## config.mk

```make
export PLATFORM = sky130hd
export DESIGN_NAME = load_store_unit
export DESIGN_NICKNAME = d
export VERILOG_FILES = /design/src/rtl/load_store_unit.sv
export SDC_FILE = /design/constraint.sdc
export NUM_CORES = 1
export LEC_CHECK = 0
export BUFFER_PORTS_ARGS = -buffer_cell sky130_fd_sc_hd__clkbuf_2
export CORE_MARGIN = 4
export CORE_UTILIZATION = 47
export CTS_CLUSTER_SIZE = 25
export DETAILED_ROUTE_END_ITERATION = 16
export GPL_ROUTABILITY_DRIVEN = 0
export PLACE_DENSITY = 0.86
export REMOVE_ABC_BUFFERS = 1
export SLEW_MARGIN = 10
export SYNTH_ARGS = -nofsm -noshare
export SYNTH_HDL_FRONTEND = slang
export SYNTH_SLANG_ARGS = --single-unit
export TNS_END_PERCENT = 100
```

## constraint.sdc

```tcl
create_clock -name i_clk -period 2.2 [get_ports i_clk]
set_clock_uncertainty 0.2 [all_clocks]
set_input_delay 0.22 -clock i_clk [delete_from_list [all_inputs] [get_ports i_clk]]
set_output_delay 0.22 -clock i_clk [all_outputs]
set_load 0.05 [all_outputs]
```

## src/rtl/load_store_unit.sv

```systemverilog
// RV32I load/store unit: word-wide memory access, little-endian lane alignment,
// load extension and read-modify-write sub-word stores. Optional: LSU_ALIGN_CHECK_EN.
module load_store_unit #(
    parameter int unsigned MEM_BYTES = 256
) (
    input  logic        i_clk,
    input  logic        i_rst,
    input  logic        i_req,
    input  logic        i_we,
    input  logic [2:0]  i_funct3,
    input  logic [31:0] i_addr,
    input  logic [31:0] i_wd,
    output logic        o_busy,
    output logic        o_done,
    output logic        o_err,
    output logic [31:0] o_rd,
    output logic [31:0] o_mem_addr,
    output logic [31:0] o_mem_wd,
    output logic        o_mem_wen,
    output logic        o_mem_ren,
    input  logic [31:0] i_mem_rd
);

    typedef enum logic [2:0] {S_IDLE, S_READ, S_WAIT, S_WRITE, S_DONE} state_e;

    state_e      state_q, state_d;
    logic        we_q, we_d;
    logic        err_q, err_d;
    logic [2:0]  funct3_q, funct3_d;
    logic [31:0] addr_q, addr_d;
    logic [31:0] wd_q, wd_d;
    logic [31:0] merge_q, merge_d;
    logic [31:0] rd_q, rd_d;

    logic        req_err;
    logic        req_sw;
    logic [7:0]  ld_byte;
    logic [15:0] ld_half;
    logic [31:0] ld_ext;
    logic [31:0] merged;

    // Rejection is decided once, from the raw request, at the accept edge.
    always_comb begin
        req_err = (i_funct3 == 3'b011) || (i_funct3[2:1] == 2'b11) ||
                  ((i_funct3[2:1] == 2'b10) && i_we) || (i_addr >= MEM_BYTES);
`ifdef LSU_ALIGN_CHECK_EN
        if ((i_funct3[1:0] == 2'b01 && i_addr[0]) ||
            (i_funct3[1:0] == 2'b10 && i_addr[1:0] != 2'b00))
            req_err = 1'b1;
`endif
        req_sw = i_we && (i_funct3 == 3'b010);
    end

    always_ff @(posedge i_clk) begin
        // NOTE: non-blocking assignments so every flop samples pre-edge values.
        if (i_rst) begin
            state_q  <= S_IDLE;
            we_q     <= 1'b0;
            err_q    <= 1'b0;
            funct3_q <= 3'b000;
            addr_q   <= '0;
            wd_q     <= '0;
            merge_q  <= '0;
            rd_q     <= '0;
        end else begin
            state_q  <= state_d;
            we_q     <= we_d;
            err_q    <= err_d;
            funct3_q <= funct3_d;
            addr_q   <= addr_d;
            wd_q     <= wd_d;
            merge_q  <= merge_d;
            rd_q     <= rd_d;
        end
    end

    always_comb begin
        // NOTE: default first so no path through the case infers a latch.
        state_d = state_q;
        case (state_q)
            S_IDLE: begin
                if (i_req) begin
                    if (req_err)     state_d = S_DONE;
                    else if (req_sw) state_d = S_WRITE;
                    else             state_d = S_READ;
                end
            end
            S_READ:  state_d = S_WAIT;
            S_WAIT:  state_d = we_q ? S_WRITE : S_DONE;
            S_WRITE: state_d = S_DONE;
            S_DONE:  state_d = S_IDLE;
            default: state_d = S_IDLE;
        endcase
    end

    // Lane selection: byte k at [8k+7:8k], halfword j at [16j+15:16j].
    always_comb begin
        ld_byte = i_mem_rd[{addr_q[1:0], 3'b000} +: 8];
        ld_half = i_mem_rd[{addr_q[1], 4'b0000} +: 16];
        case (funct3_q[1:0])
            2'b00:   ld_ext = {{24{ld_byte[7] & ~funct3_q[2]}}, ld_byte};
            2'b01:   ld_ext = {{16{ld_half[15] & ~funct3_q[2]}}, ld_half};
            default: ld_ext = i_mem_rd;
        endcase
        merged = i_mem_rd;
        if (funct3_q[1:0] == 2'b00)
            merged[{addr_q[1:0], 3'b000} +: 8] = wd_q[7:0];
        else
            merged[{addr_q[1], 4'b0000} +: 16] = wd_q[15:0];
    end

    always_comb begin
        we_d     = we_q;
        err_d    = err_q;
        funct3_d = funct3_q;
        addr_d   = addr_q;
        wd_d     = wd_q;
        merge_d  = merge_q;
        rd_d     = rd_q;
        if (state_q == S_IDLE && i_req) begin
            we_d     = i_we;
            err_d    = req_err;
            funct3_d = i_funct3;
            addr_d   = i_addr;
            wd_d     = i_wd;
        end else if (state_q == S_WAIT) begin
            if (we_q) merge_d = merged;
            else      rd_d    = ld_ext;
        end
    end

    // Outputs decode from registered state only.
    always_comb begin
        o_busy     = (state_q != S_IDLE);
        o_done     = (state_q == S_DONE);
        o_err      = (state_q == S_DONE) && err_q;
        o_mem_ren  = (state_q == S_READ);
        o_mem_wen  = (state_q == S_WRITE);
        o_mem_addr = {addr_q[31:2], 2'b00};
        o_mem_wd   = (funct3_q[1:0] == 2'b10) ? wd_q : merge_q;
        o_rd       = rd_q;
    end

endmodule

```

==> results of run 1 <==
final timing paths:
kind | depth (start not counted) | start | to | slack (ps)
max | 5 | funct3_q[1] | o_mem_wd[6] | 1
min | 3 | i_mem_rd[4] | merge_q[4] | 30
max reg2reg | 7 | addr_q[0] | merge_q[24] | 90
min reg2reg | 2 | wd_q[29] | wd_q[29] | 250
logic make-up after synthesis:
group                    count (synthesis)  share of synthesized area (%)
other                                    1                         0.0566
AND/OR/NAND/NOR                        293                           19.0
adder cells (fa/ha/maj)                  5                          0.944
flip-flops                             136                           41.1
AO/OA/AOI/OAI                          197                           20.6
buffers and inverters                  101                           8.21
multiplexers                            61                           10.1
layer usage:
| layer | track usage [%] | up-vias | part of all wire [%] |
|---|---|---|---|
| li1 | - | 3287 | - |
| met1 | 31.7 | 3334 | 38 |
| met2 | 45.0 | 410 | 49 |
| met3 | 6.61 | 85 | 9.0 |
| met4 | 13.7 | 0 | 4.4 |
| met5 | 0 | - | 0 |
timing repair:
action	CTS	global route
setup endpoints to repair	34	64
setup buffers	0	4
cloned	0	3
resized for setup	23	75
endpoints found under the hold margin	92	0
pin swaps	0	2
hold buffers	88	0
final cells by class:
type                    instances  area share, %
well taps                     180           2.39
diodes                          1         0.0265
repair buffers                322           25.7
multi-input cells             558           36.1
clock inverters                15           2.14
clock buffers                  17           4.51
inverters                       5          0.199
flip-flops and latches        136           28.9
cells in the final DEF (no fill, tap or decap), drive strengths merged, types with 2 or more instances in the layout:
cell         count
ha               5
a221oi          33
buf             57
a222oi           5
clkbuf         194
and2             4
nand4            2
nor3b            2
o21ai           11
nor2            47
o21bai           2
a21oi           85
nor3            25
mux2            39
conb             2
inv              6
a311oi           2
o41ai            3
nor4             8
bufinv           4
a22o             2
a22oi            2
clkinv           7
a211oi          31
clkinvlp         3
dfxtp          136
nand3b           7
a211o           16
a21o             2
nor2b            5
dlygate4sd3     88
nand2          187
mux2i           22
metrics by stage:
stage | instance area, um^2 | instances | utilization [%] | power (W) | worst slack (ps)
after floorplan | 6100 | 699 | - | 0.00314 | -2760
after global placement | 7640 | 1106 | 55.2 | 0.00349 | 111
after detailed placement | 7640 | 1106 | 55.2 | 0.00350 | 1.21
after CTS | 9210 | 1226 | 66.6 | 0.00662 | 3.58
after global routing | 9430 | 1233 | 68.2 | 0.00688 | -32.0
final | 9430 | 1234 | 68.2 | 0.00667 | 1.38
worst min-delay path, cell delays in order:
cell and delay [ps]:
clkbuf_2 120, a221oi_1 80, nor3_1 170
power by group through the flow:
stage,clock network (W),registers [W],logic (W)
after detailed placement,0,0.00265,0.000848
after floorplan,0,0.00277,0.000368
after CTS,0.00304,0.00260,0.000980
after global routing,0.00315,0.00261,0.00111
after global placement,0,0.00265,0.000838
final,0.00302,0.00260,0.00105
registers in the layout (all words and copies together) (netlist names):
signal    flops
addr_q       32
err_q         1
funct3_q      3
merge_q      32
o_rd         32
state_q       3
wd_q         32
we_q          1
==> results.yml, run 1 <==
yosys:
  ys_warn_count: 0
  synth.avg_cell_area_um2: 8.35
  synth_top_area_share_pct: 41.1
  synthTopCellsByCount: "nand2_1, dfxtp_1, a21oi_1"
  synth-edff-count: 0
  synthFlopType: "dfxtp_1"
  synthArstFlopShare_pct: 0
  synth_top_area_cell: "dfxtp_1"
  ys_ff_latch: 136
  syn_area_um2: 6630
  yosysMostFrequentCell: "nand2_1"
  ys_seq_area_share_pct: 41.1
  yosysUniqueCellTypes: 49
  netlist_instances: 794
  synth_area_leaders: "dfxtp_1, nand2_1, a21oi_1"
die:
  fp.dieW_um: 127
  io_pins: 204
  core-area_um2: 13800
  row_count: 43
  start_util_pct: 47.9
  die_area_um2: 16100
  die_h_um: 127
timing:
  final_max_slew_viol_count: 0
  hold_slack_ps: 29.2
  rsz0062_at_grt: "true"
  period_share_pct: 99.9
  hold_viol_final: 0
  finalCriticalPeriod_ps: 2200
  tns_ps: 0
  tightest_slew_ps: 543
  fmax_ghz: 0.455
  setup_violations: 0
  maxSlewHeadroom_pct: 63.1
critical_path:
  cp_data_required_time_ps: 1780
  end_kind: "primary output"
  critical_path.max_stage_delay_ps: 370
  cp_max_fo: 6
  arrival_ps: 1780
  worstSetupPathType: "reg2out"
  worst-path-buf-inv: 3
  path_cells: "nor2b_4 > buf_4 > clkbuf_16 > mux2_1 > buf_6"
  cpLargestDelayFamily: "buffers and inverters"
  start_kind: "register"
  slowest_stage: "dfxtp_4"
pwr:
  ir_drop_mv: 0.739
  switchingPower_w: 0.00181
  netSwitchingFraction_pct: 27.2
  powerDensity_nw_per_um2: 707
  seqPwrFrac_pct: 39.0
  p_leak_nw: 3.91
  p_comb_share_pct: 15.8
  internal_power_w: 0.00486
  power_frac_clock_pct: 45.2
cells_and_area:
  drive_gt1_share_pct: 28.1
  area.sequential_um2: 2730
  synthToLayoutAreaGrowth_pct: 42.4
  fin_nets: 1148
  multiInputGateArea_um2: 3410
  fillers: 967
detailed_routing:
  drc: 0
  wire_per_inst_um: 18.6
  drt_iter0_drc: 734
  vias_per_cell: 5.77
  postRouteAntennaNets: 0
  wl_um: 22900
  dr.pass1.iters: 8
  vias: 7116
clock_tree:
  cts_buffer_depth: 2
  cts_tree: "built"
  cts_inserted_buffers: 17
  clk_latency_ps: 420
  h-tree-depth: 4
  cts.sinks: 136
  cts_root_buf: "clkbuf_16"
  clk_pin_slew_worst_paths_ps: 60
min_path:
  worstHoldPathType: "in2reg"
global_routing:
  grt_start_max_net_pins: 50
  grt_pass1_vias: 6900
  grt_pass1_wl_um: 34800
  overflow: 0
  antenna_found_initial: 0
  grt_util_all_layers_pct: 26.8
placement:
  dp_hpwl_um: 14100
  portBuffers: 201
run:
  maxCapViolCount: 0
status:
  status: "completed"
Power figures use the tool's default switching activity.
==> run 2, diff against run 1 <==
--- a/config.mk
+++ b/config.mk
@@ -5,13 +5,14 @@
 export SDC_FILE = /design/constraint.sdc
 export NUM_CORES = 1
 export LEC_CHECK = 0
+export ABC_AREA = 1
 export BUFFER_PORTS_ARGS = -buffer_cell sky130_fd_sc_hd__clkbuf_2
 export CORE_MARGIN = 4
 export CORE_UTILIZATION = 47
 export CTS_CLUSTER_SIZE = 25
 export DETAILED_ROUTE_END_ITERATION = 16
 export GPL_ROUTABILITY_DRIVEN = 0
-export PLACE_DENSITY = 0.86
+export PLACE_DENSITY = 0.85
 export REMOVE_ABC_BUFFERS = 1
 export SLEW_MARGIN = 10
 export SYNTH_ARGS = -nofsm -noshare
==> run 2 against run 1 <==
Compared with the run above:
- clock power increased by 3%
- critical path depth increased by 1
- setup slack improved by 68 ps
- sequential cell count unchanged
- cell count increased by 18%
- sequential power about the same
- combinational power increased by 41%
- critical path type unchanged
- critical endpoint is now o_mem_wd[27]
==> results.yml, run 2 <==
run:
  maxCapViolCount: 0
min_path:
  worstHoldPathType: "in2reg"
cells_and_area:
  fillers: 1123
  layout.cells.non_filler: 1462
  multiInputGateArea_um2: 3380
  area.sequential_um2: 2720
  drive_gt1_share_pct: 21.8
  synthToLayoutAreaGrowth_pct: 44.0
  fin_nets: 1372
  final_common_cell: "clkbuf_2"
  layout_common_cells: "clkbuf_2, nand2_1, dfxtp_1, o21ai_0, nor2_1"
detailed_routing:
  wire_per_inst_um: 16.8
  drt_iter0_drc: 728
  postRouteAntennaNets: 0
  dr.pass1.iters: 7
  vias_per_cell: 5.44
  vias: 7953
  drc: 0
  wl_um: 24500
pwr:
  switchingPower_w: 0.00207
  p_leak_nw: 4.51
  power_frac_clock_pct: 43.2
  powerDensity_nw_per_um2: 719
  internal_power_w: 0.00515
  power_w: 0.00722
  ir_drop_mv: 0.504
  p_comb_share_pct: 20.5
  seqPwrFrac_pct: 36.3
  netSwitchingFraction_pct: 28.6
timing:
  tns_ps: 0
  setup_violations: 0
  maxSlewHeadroom_pct: 50.9
  tightest_slew_ps: 736
  finalCriticalPeriod_ps: 2130
  fmax_ghz: 0.469
  period_share_pct: 96.8
  hold_viol_final: 0
  rsz0062_at_grt: "true"
  final_max_slew_viol_count: 0
  setup_slack_ps: 69.8
critical_path:
  start_kind: "register"
  worst-path-buf-inv: 3
  slowest_stage: "dfxtp_1"
  path_cells: "inv_2 > nand2_2 > buf_6 > nand2_1 > o21ai_1 > buf_12"
  cpLargestDelayFamily: "buffers and inverters"
  end_kind: "primary output"
  worstSetupPathType: "reg2out"
  cp_max_fo: 24
  arrival_ps: 1710
  cp_data_required_time_ps: 1780
  critical_path.max_stage_delay_ps: 380
die:
  io_pins: 204
  fp.dieW_um: 130
  die_area_um2: 16900
  core-area_um2: 14500
  start_util_pct: 48.0
  die_h_um: 130
  row_count: 44
yosys:
  synth.avg_cell_area_um2: 6.84
  synth_area_leaders: "dfxtp_1, o21ai_0, a21oi_1"
  synth-edff-count: 0
  synthArstFlopShare_pct: 0
  yosysUniqueCellTypes: 36
  ys_ff_latch: 136
  synthTopCellsByCount: "o21ai_0, nand2_1, dfxtp_1"
  ys_warn_count: 0
  synth_top_area_cell: "dfxtp_1"
  synth_top_area_share_pct: 39.0
  synthFlopType: "dfxtp_1"
  yosysMostFrequentCell: "o21ai_0"
  ys_seq_area_share_pct: 39.0
  syn_area_um2: 6970
  netlist_instances: 1020
global_routing:
  antenna_found_initial: 1
  grt_util_all_layers_pct: 28.9
  grt_pass1_vias: 7657
  overflow: 0
  grt_start_max_net_pins: 86
  grt_pass1_wl_um: 38800
clock_tree:
  cts_buffer_depth: 2
  cts_root_buf: "clkbuf_16"
  cts_setup_buffers: 0
  cts_tree: "built"
  cts.sinks: 136
  h-tree-depth: 4
  cts_inserted_buffers: 17
  clk_pin_slew_worst_paths_ps: 60
  clk_latency_ps: 430
placement:
  place_ws_ps: 218
  dp_hpwl_um: 15500
  portBuffers: 201
  placed_cells: 1329
status:
  status: "completed"
[run 2: area by class of cell]
class	count	share of cell area (%)
repair buffers	322	27.0
multi-input cells	696	33.7
well taps	184	2.29
clock buffers	26	5.07
clock inverters	6	1.35
diodes	1	0.0249
inverters	91	3.40
flip-flops and latches	136	27.1
[run 2: power groups by stage]
stage	Sequential (W)	Combinational (W)	Clock, W
2_1_floorplan	0.00284	0.000608	0
3_3_place_gp	0.00267	0.00124	0
3_5_place_dp	0.00267	0.00127	0
4_1_cts	0.00262	0.00141	0.00315
5_1_grt	0.00263	0.00158	0.00326
6_report	0.00262	0.00148	0.00312
[run 2: metal layers]
layer | track usage [%] | part of all wire (%) | vias to the layer above
met2 | 45.6 | 46 | 488
li1 | - | - | 3843
met1 | 35.5 | 38 | 3529
met4 | 14.6 | 4.5 | 0
met3 | 9.50 | 12 | 93
met5 | 0 | 0 | -
[run 2: logic make-up (layout without fill, tap and decap cells)]
kind of cell               after synthesis  in the layout  synth area share, %
and+or+nand+nor                        317            317                 18.7
DFF                                    136            136                 39.0
other                                    1              3               0.0538
buffers and inverters                  189            445                 12.7
adders and majority gates                5              5                0.897
AOI/OAI and AO/OA                      372            372                 28.6
[run 2: final timing paths]
path / from / to / slack [ps] / cells after the start
setup / recovery: funct3_q[0] / o_mem_wd[27] / 70 / 6
setup reg to reg: funct3_q[1] / o_rd[26] / 190 / 7
hold reg to reg: wd_q[29] / wd_q[29] / 250 / 2
hold / removal: i_req / state_q[2] / 30 / 5
[run 2: repair_timing]
item,CTS,global route
setup endpoints to repair,12,50
hold buffers,100,0
pin swaps,0,0
gates cloned,0,0
resized for setup,4,29
endpoints found under the hold margin,105,0
[run 2: metrics by stage]
step | util, % | hold WS, ps | cell area [um^2]
after floorplan | - | 155 | 6430
after global placement | 57.5 | 232 | 8360
after detailed placement | 57.5 | 237 | 8360
after CTS | 68.9 | 31.0 | 10000
after global routing | 69.1 | 78.3 | 10000
final | 69.1 | 33.2 | 10000
[run 2: worst reg2reg max path, stage by stage, from the launching register on]
cell and delay [ps]:
dfxtp_1 430, inv_2 80, nand2_2 340, nor2_4 80, nand2_1 80, nand2_1 120, a21oi_4 420, a21oi_1 140
